**config.mk**
```make
export PLATFORM = sky130hd
export DESIGN_NAME = clk_div_multi
export DESIGN_NICKNAME = d
export VERILOG_FILES = /design/src/rtl/clk_div_multi.sv
export SDC_FILE = /design/constraint.sdc
export NUM_CORES = 1
export LEC_CHECK = 0
export CAP_MARGIN = 20
export CELL_PAD_IN_SITES_DETAIL_PLACEMENT = 1
export CELL_PAD_IN_SITES_GLOBAL_PLACEMENT = 2
export CORE_MARGIN = 2
export CORE_UTILIZATION = 41
export CTS_BUF_LIST = sky130_fd_sc_hd__clkbuf_8
export DETAILED_ROUTE_END_ITERATION = 10
export HOLD_SLACK_MARGIN = 0.02
export PLACE_DENSITY_LB_ADDON = 0.1
export SLEW_MARGIN = 20
export SYNTH_ARGS = -nofsm -noshare
export SYNTH_HDL_FRONTEND = slang
export SYNTH_SLANG_ARGS = --single-unit
```
**constraint.sdc**
```tcl
create_clock -name clk -period 3.64 [get_ports clk]
set_input_delay 0.546 -clock clk [delete_from_list [all_inputs] [get_ports clk]]
set_output_delay 0.546 -clock clk [all_outputs]
set_load 0.01 [all_outputs]
```
**src/rtl/clk_div_multi.sv**
```systemverilog
// clk_div_multi: NCH independent programmable clock dividers sharing one input clock.
// Each channel produces either a one-cycle tick every N clocks or a square wave of
// period 2N. Divisor writes land in a shadow register and move to the active
// divisor only at a period boundary (or immediately while the channel is
// disabled), so an enabled channel never produces a runt or stretched period.
module clk_div_multi #(
  parameter int NCH     = 2,
  parameter int WIDTH   = 14,
  parameter int DEF_DIV = 12500
) (
  input  logic             clk,
  input  logic             rstn,
  input  logic [NCH-1:0]   en,
  input  logic [NCH-1:0]   mode,
  input  logic             sync_clr,
  input  logic [NCH-1:0]   div_wr,
  input  logic [WIDTH-1:0] div_wdata,
  output logic [NCH-1:0]   div_out,
  output logic [NCH-1:0]   div_pend
);

  localparam logic [WIDTH-1:0] DEF_DIV_W = WIDTH'(DEF_DIV);

  // A divisor of zero would never reach terminal count; treat it as divide-by-one.
  function automatic logic [WIDTH-1:0] clamp_div(input logic [WIDTH-1:0] v);
    logic [WIDTH-1:0] r;
    if (v == {WIDTH{1'b0}}) begin
      r = WIDTH'(1);
    end else begin
      r = v;
    end
    return r;
  endfunction

  logic [WIDTH-1:0] wval_s;
  assign wval_s = clamp_div(div_wdata);

  for (genvar i = 0; i < NCH; i++) begin : g_ch
    logic [WIDTH-1:0] cnt_r;
    logic [WIDTH-1:0] active_r;
    logic [WIDTH-1:0] shadow_r;
    logic             out_r;
    logic             pend_r;
    logic             term_s;

    // Terminal count marks the last clock of the current period.
    assign term_s = (cnt_r == (active_r - WIDTH'(1)));

    // Per-channel counter, output and shadow/active divisor handling.
    always_ff @(posedge clk or negedge rstn) begin
      if (!rstn) begin
        cnt_r    <= {WIDTH{1'b0}};
        active_r <= DEF_DIV_W;
        shadow_r <= DEF_DIV_W;
        out_r    <= 1'b0;
        pend_r   <= 1'b0;
      end else if (sync_clr || !en[i]) begin
        // Phase-align clear or disabled channel: restart from zero. Only a
        // disabled channel may adopt the shadow divisor here, since an enabled
        // channel's period boundary is defined by its own terminal count.
        cnt_r <= {WIDTH{1'b0}};
        out_r <= 1'b0;
        if (!en[i] && pend_r) begin
          active_r <= shadow_r;
        end else begin
          active_r <= active_r;
        end
        if (div_wr[i]) begin
          shadow_r <= wval_s;
          pend_r   <= 1'b1;
        end else if (!en[i]) begin
          pend_r   <= 1'b0;
        end else begin
          pend_r   <= pend_r;
        end
      end else if (term_s) begin
        // Period boundary: emit the tick / toggle and adopt any new divisor.
        cnt_r <= {WIDTH{1'b0}};
        if (mode[i]) begin
          out_r <= ~out_r;
        end else begin
          out_r <= 1'b1;
        end
        if (div_wr[i]) begin
          // A write on the boundary itself is taken straight into the active divisor.
          active_r <= wval_s;
          shadow_r <= wval_s;
          pend_r   <= 1'b0;
        end else if (pend_r) begin
          active_r <= shadow_r;
          pend_r   <= 1'b0;
        end else begin
          pend_r   <= 1'b0;
        end
      end else begin
        // Mid-period: count, and hold the square level or drop the tick.
        cnt_r <= cnt_r + WIDTH'(1);
        if (mode[i]) begin
          out_r <= out_r;
        end else begin
          out_r <= 1'b0;
        end
        if (div_wr[i]) begin
          shadow_r <= wval_s;
          pend_r   <= 1'b1;
        end else begin
          pend_r   <= pend_r;
        end
      end
    end

    assign div_out[i]  = out_r;
    assign div_pend[i] = pend_r;
  end

endmodule

```
After elaboration in Yosys (flattened, before gate mapping)
Cells that the tools add are included.

$add $sub $neg: 4. Equal/unequal tests: 8. Mux-type cells: 33. Bitwise operators: 2. Reductions and logical operators: 17.

Operators by type and width (count): two-way mux 14 bit (15); adder 14 x 1 -> 14 bit (second input constant) (2); equality test 14 bit (2); subtractor 14 x 1 -> 14 bit (second input constant) (2); two-way mux 1 bit (18); zero test 14 bit (1); nonzero test 3 bit (4); inequality test 3 x 1 -> 1 bit (second input constant) (2); inequality test 3 bit (second input constant) (2); AND reduction 3 bit (2); inequality test 2 x 1 -> 1 bit (second input constant) (2); AND reduction 2 bit (2); nonzero test 2 bit (2); logical AND 1 bit (2); zero test 1 bit (2); logical OR 1 bit (2); NOT 1 bit (2).

Bits in registers: 88. Bits of input ports: 23. Logic and storage cells: 74.

Depth between registers and ports, before layout
Depth in word-level cells: 5. Mapped depth: 10. Gate-level depth less buffers: 9.

Least setup slack after synthesis
No wires, ideal clock.

Kind: reg2reg. Start: register g_ch[0].active_r[3]. End: register g_ch[0].cnt_r[6]. Arrival: 2596 ps. Setup slack: 925 ps. Stages on the path, launching flop included: 10. Buffers on the path: 2. Clock period less this slack: 2715 ps. Cells stage by stage: dfrtp_1 -> buf_6 -> or4_4 -> or4_1 -> a211oi_2 -> nand4_1 -> nor4b_2 -> nand2b_1 -> buf_4 -> nor2_1.

Cells in the longest elaborated chain, start to end: 4.

Ends and longest elaborated chain: start: declaration (line 40) `logic [WIDTH-1:0] active_r;`; start signal: assignment (line 64) `active_r <= shadow_r;`; start signal: assignment (line 66) `active_r <= active_r;`; start signal: assignment (line 86) `active_r <= wval_s;`; subtractor 14 x 1 -> 14 bit (line 47) `assign term_s = (cnt_r == (active_r - WIDTH'(1)));`; equality test 14 bit (line 47); two-way mux 14 bit (line 76) `end else if (term_s) begin`; two-way mux 14 bit (line 57) `end else if (sync_clr || !en[i]) begin`; end signal: assignment (line 52) `cnt_r <= {WIDTH{1'b0}};`; end signal: assignment (line 61) `cnt_r <= {WIDTH{1'b0}};`; end signal: assignment (line 78) `cnt_r <= {WIDTH{1'b0}};`; end: declaration (line 39) `logic [WIDTH-1:0] cnt_r;`.

Every way passes these cells. A chain may end at the register's enable or synchronous reset.

Worst setup path in the final report
Start: register g_ch[0].active_r[3]. End: register g_ch[0].cnt_r[12].

The elaborated chain is that of the path after synthesis.

==> results.cfg <==
[setup_path]
critPathArrivalTime_ns = 3.50
end_kind = register
worst_ep_required_time_ns = 3.87
reg2reg_depth = 7
startpoint_type = register
ff2ff_setup_slack_ns = 0.37
r2r-start = g_ch[0].active_r[3]
path_class = register to register
r2r_end = g_ch[0].cnt_r[12]
cp_cell_sequence = or4_4, or4_1, a211oi_2, nand4_1, nor4b_2, nand2b_1, nor2_1
cpMaxStageDelayCell = or4_4
crit_fanout = 14
critPathMaxStageDelay_ns = 0.59

[logic_synthesis]
syn_inst = 489
syn-num-nets = 516
yosysWarnings = 0
syn_area_mm2 = 0.005042
synth_edf_count = 0
synth.avg_cell_area_um2 = 10.31
ys_seq_area_share_pct = 44.27
synth_cell_types = 57
synthFlopType = dfrtp_1
ys_ff_latch = 88
synth-async-reset-ratio_pct = 100.0

[timing]
worst_pin_slew_ns = 0.7742
slew_violations = 0
rsz0062_at_grt = false
hold_viol_final = 0
relSlewSlack_pct = 48.39
setup_viol = 0
tns_ns = 0
max_freq_mhz = 305.9
fin_skew_ns = 0.01035
period_share_pct = 89.81
finalCriticalPeriod_ns = 3.269

[run_status]
status = complete, no violations

[clock_network]
clock-sinks = 88
cts-buffers-inserted = 9
clkLatencyLatePin_ns = 0.37
cts_root_buffer = clkbuf_8
postCtsHoldBufs = 0
cts.path.max_buffers = 2
ctsHtreeMaxLevel = 3
postCtsSetupBuffers = 0
cts_tree = built
ctsResizeCount = 0
clkSlewWorstSetupHoldPaths_ns = 0.09

[floorplan]
die_height_um = 114.9
core_mm2 = 0.01201
initial_utilization_pct = 41.98
placementRows = 40
dieWidth_um = 114.9
ios = 27
die_area_mm2 = 0.01320

[final_layout]
fill_cells = 1348
drive_gt1_share_pct = 18.27
final_nets = 542
area_delta_synth_final_pct = 12.23
n_antenna_cell = 0
utilization_pct = 47.11

[routing]
num_vias = 3644
drc = 0
drtIter0Drc = 149
drt.antenna.violating_nets = 0
dr.pass1.iters = 4
routedWlPerCell_um = 17.72
viasPerCell = 5.463
wl_mm = 11.82

[place]
place_congestion = 0.8112
dpl.hpwl_mm = 8.891
numPortBuffers = 26

[global_route]
grt_max_degree = 60
grt_overflow = 0
grt_use_total_pct = 19.44
antenna_found_initial = 0
grt_pass1_wl_mm = 20.03
grt_pass1_vias = 3925

[power_and_ir_drop]
p_leak_nw = 2.439
max-vdd-ir-drop_uv = 191.9
power_density_mw_per_mm2 = 443.8

[hold_path]
min-delay-path-class = primary input to async pin

[flow_run]
max_cap_violations = 0
-- synthesized netlist by cell type, drive strengths merged, types with 12 or more instances --
| cell type | instances | area (um2) |
|---|---|---|
| inv | 36 | 135.1 |
| mux2 | 28 | 315.3 |
| buf | 12 | 92.58 |
| a21oi | 17 | 85.08 |
| mux2i | 52 | 520.5 |
| dfstp | 24 | 630.6 |
| nand2 | 21 | 81.33 |
| nand3 | 16 | 80.08 |
| nor4 | 14 | 100.1 |
| xnor2 | 31 | 271.5 |
| dfrtp | 64 | 1602 |
| xor2 | 23 | 201.4 |
| nor2 | 43 | 161.4 |
-- metal layers --
layer | GRT usage [%] | up-vias | wire (um)
met4 | 6.506 | 0 | 153
met5 | 0 | - | 0
met1 | 29.66 | 1825 | 6430
met2 | 28.08 | 39 | 4918
li1 | - | 1768 | -
met3 | 3.005 | 12 | 318
-- metrics by stage --
step | cell area (um2) | hold slack [ns] | cells | setup WS, ns | total power, mW
after global routing | 5659 | 0.2733 | 667 | 0.05886 | 2.659
after global placement | 5443 | 0.4701 | 651 | 0.4191 | 1.772
after CTS | 5659 | 0.2578 | 667 | 0.3662 | 2.549
after floorplan | 5042 | 0.2504 | 489 | 0.9253 | 1.616
after detailed placement | 5443 | 0.4868 | 651 | 0.3739 | 1.792
final | 5659 | 0.2331 | 667 | 0.3710 | 2.511
-- how the worst max path moves through the flow --
stage,startpoint,endpoint,slack (ns),cells past startpoint
final,g_ch[0].active_r[3],g_ch[0].cnt_r[12],0.37,7
after global routing,g_ch[0].active_r[1],g_ch[0].cnt_r[4],0.06,9
after CTS,g_ch[0].active_r[3],g_ch[0].cnt_r[12],0.37,7
after detailed placement,g_ch[0].active_r[3],g_ch[0].cnt_r[6],0.37,7
after global placement,g_ch[0].active_r[3],g_ch[0].cnt_r[13],0.42,7
after floorplan,g_ch[0].active_r[3],g_ch[0].cnt_r[6],0.93,9
-- final cells by class --
class / instances / area (um2) / area share [%]
Multi-Input combinational cell: 342 / 2544 / 44.95
Sequential cell: 88 / 2232 / 39.44
Timing Repair Buffer: 38 / 347.8 / 6.146
Tap cell: 147 / 183.9 / 3.250
Clock buffer: 12 / 165.2 / 2.918
Inverter: 36 / 135.1 / 2.388
Clock inverter: 4 / 51.30 / 0.9065
-- state kept, by name, summed over array words and instances (netlist names) --
signal / cells
g_ch.out_r: 2
g_ch.shadow_r: 28
g_ch.active_r: 28
g_ch.pend_r: 2
g_ch.cnt_r: 28
-- placed cells by master (no fill, tap or decap), types with 3 or more instances in the layout --
cell type / count
nor3_1: 11
and4_1: 3
a21oi_1: 17
and3_1: 10
nor4_1: 12
clkbuf_8: 12
nand4_1: 8
clkdlybuf4s50_1: 25
nand2_1: 20
xor2_1: 23
inv_1: 36
buf_4: 13
or4_1: 7
a31oi_1: 3
dfstp_2: 24
o21ai_0: 5
ha_1: 4
xnor2_1: 31
mux2_2: 28
dfrtp_1: 64
nand3_1: 16
nand2b_1: 7
nor2_1: 43
mux2i_1: 52
-- where the power goes --
part	internal, mW	switching [mW]	leakage, nW
Combinational	0.246	0.291	1.27
Sequential	1.11	0.124	1.06
Clock	0.374	0.365	0.109
-- kinds of logic (layout without fill, tap and decap cells) --
kind of cell	Yosys count	after routing	synth area share [%]
fa+ha+maj	4	4	0.9926
flops	88	88	44.27
buf+inv	59	90	5.335
simple gates	156	156	16.80
mux	80	80	16.58
compound gates	48	48	6.650
xor+xnor	54	54	9.380
-- worst max-delay path, delay by kind of cell, from the launching register on --
family	cells	cell delay [ns]
AND/OR/NAND/NOR	6	2.33
flip-flops	1	0.47
AO/OA/AOI/OAI	1	0.32
(Power assumes the default switching activity.)
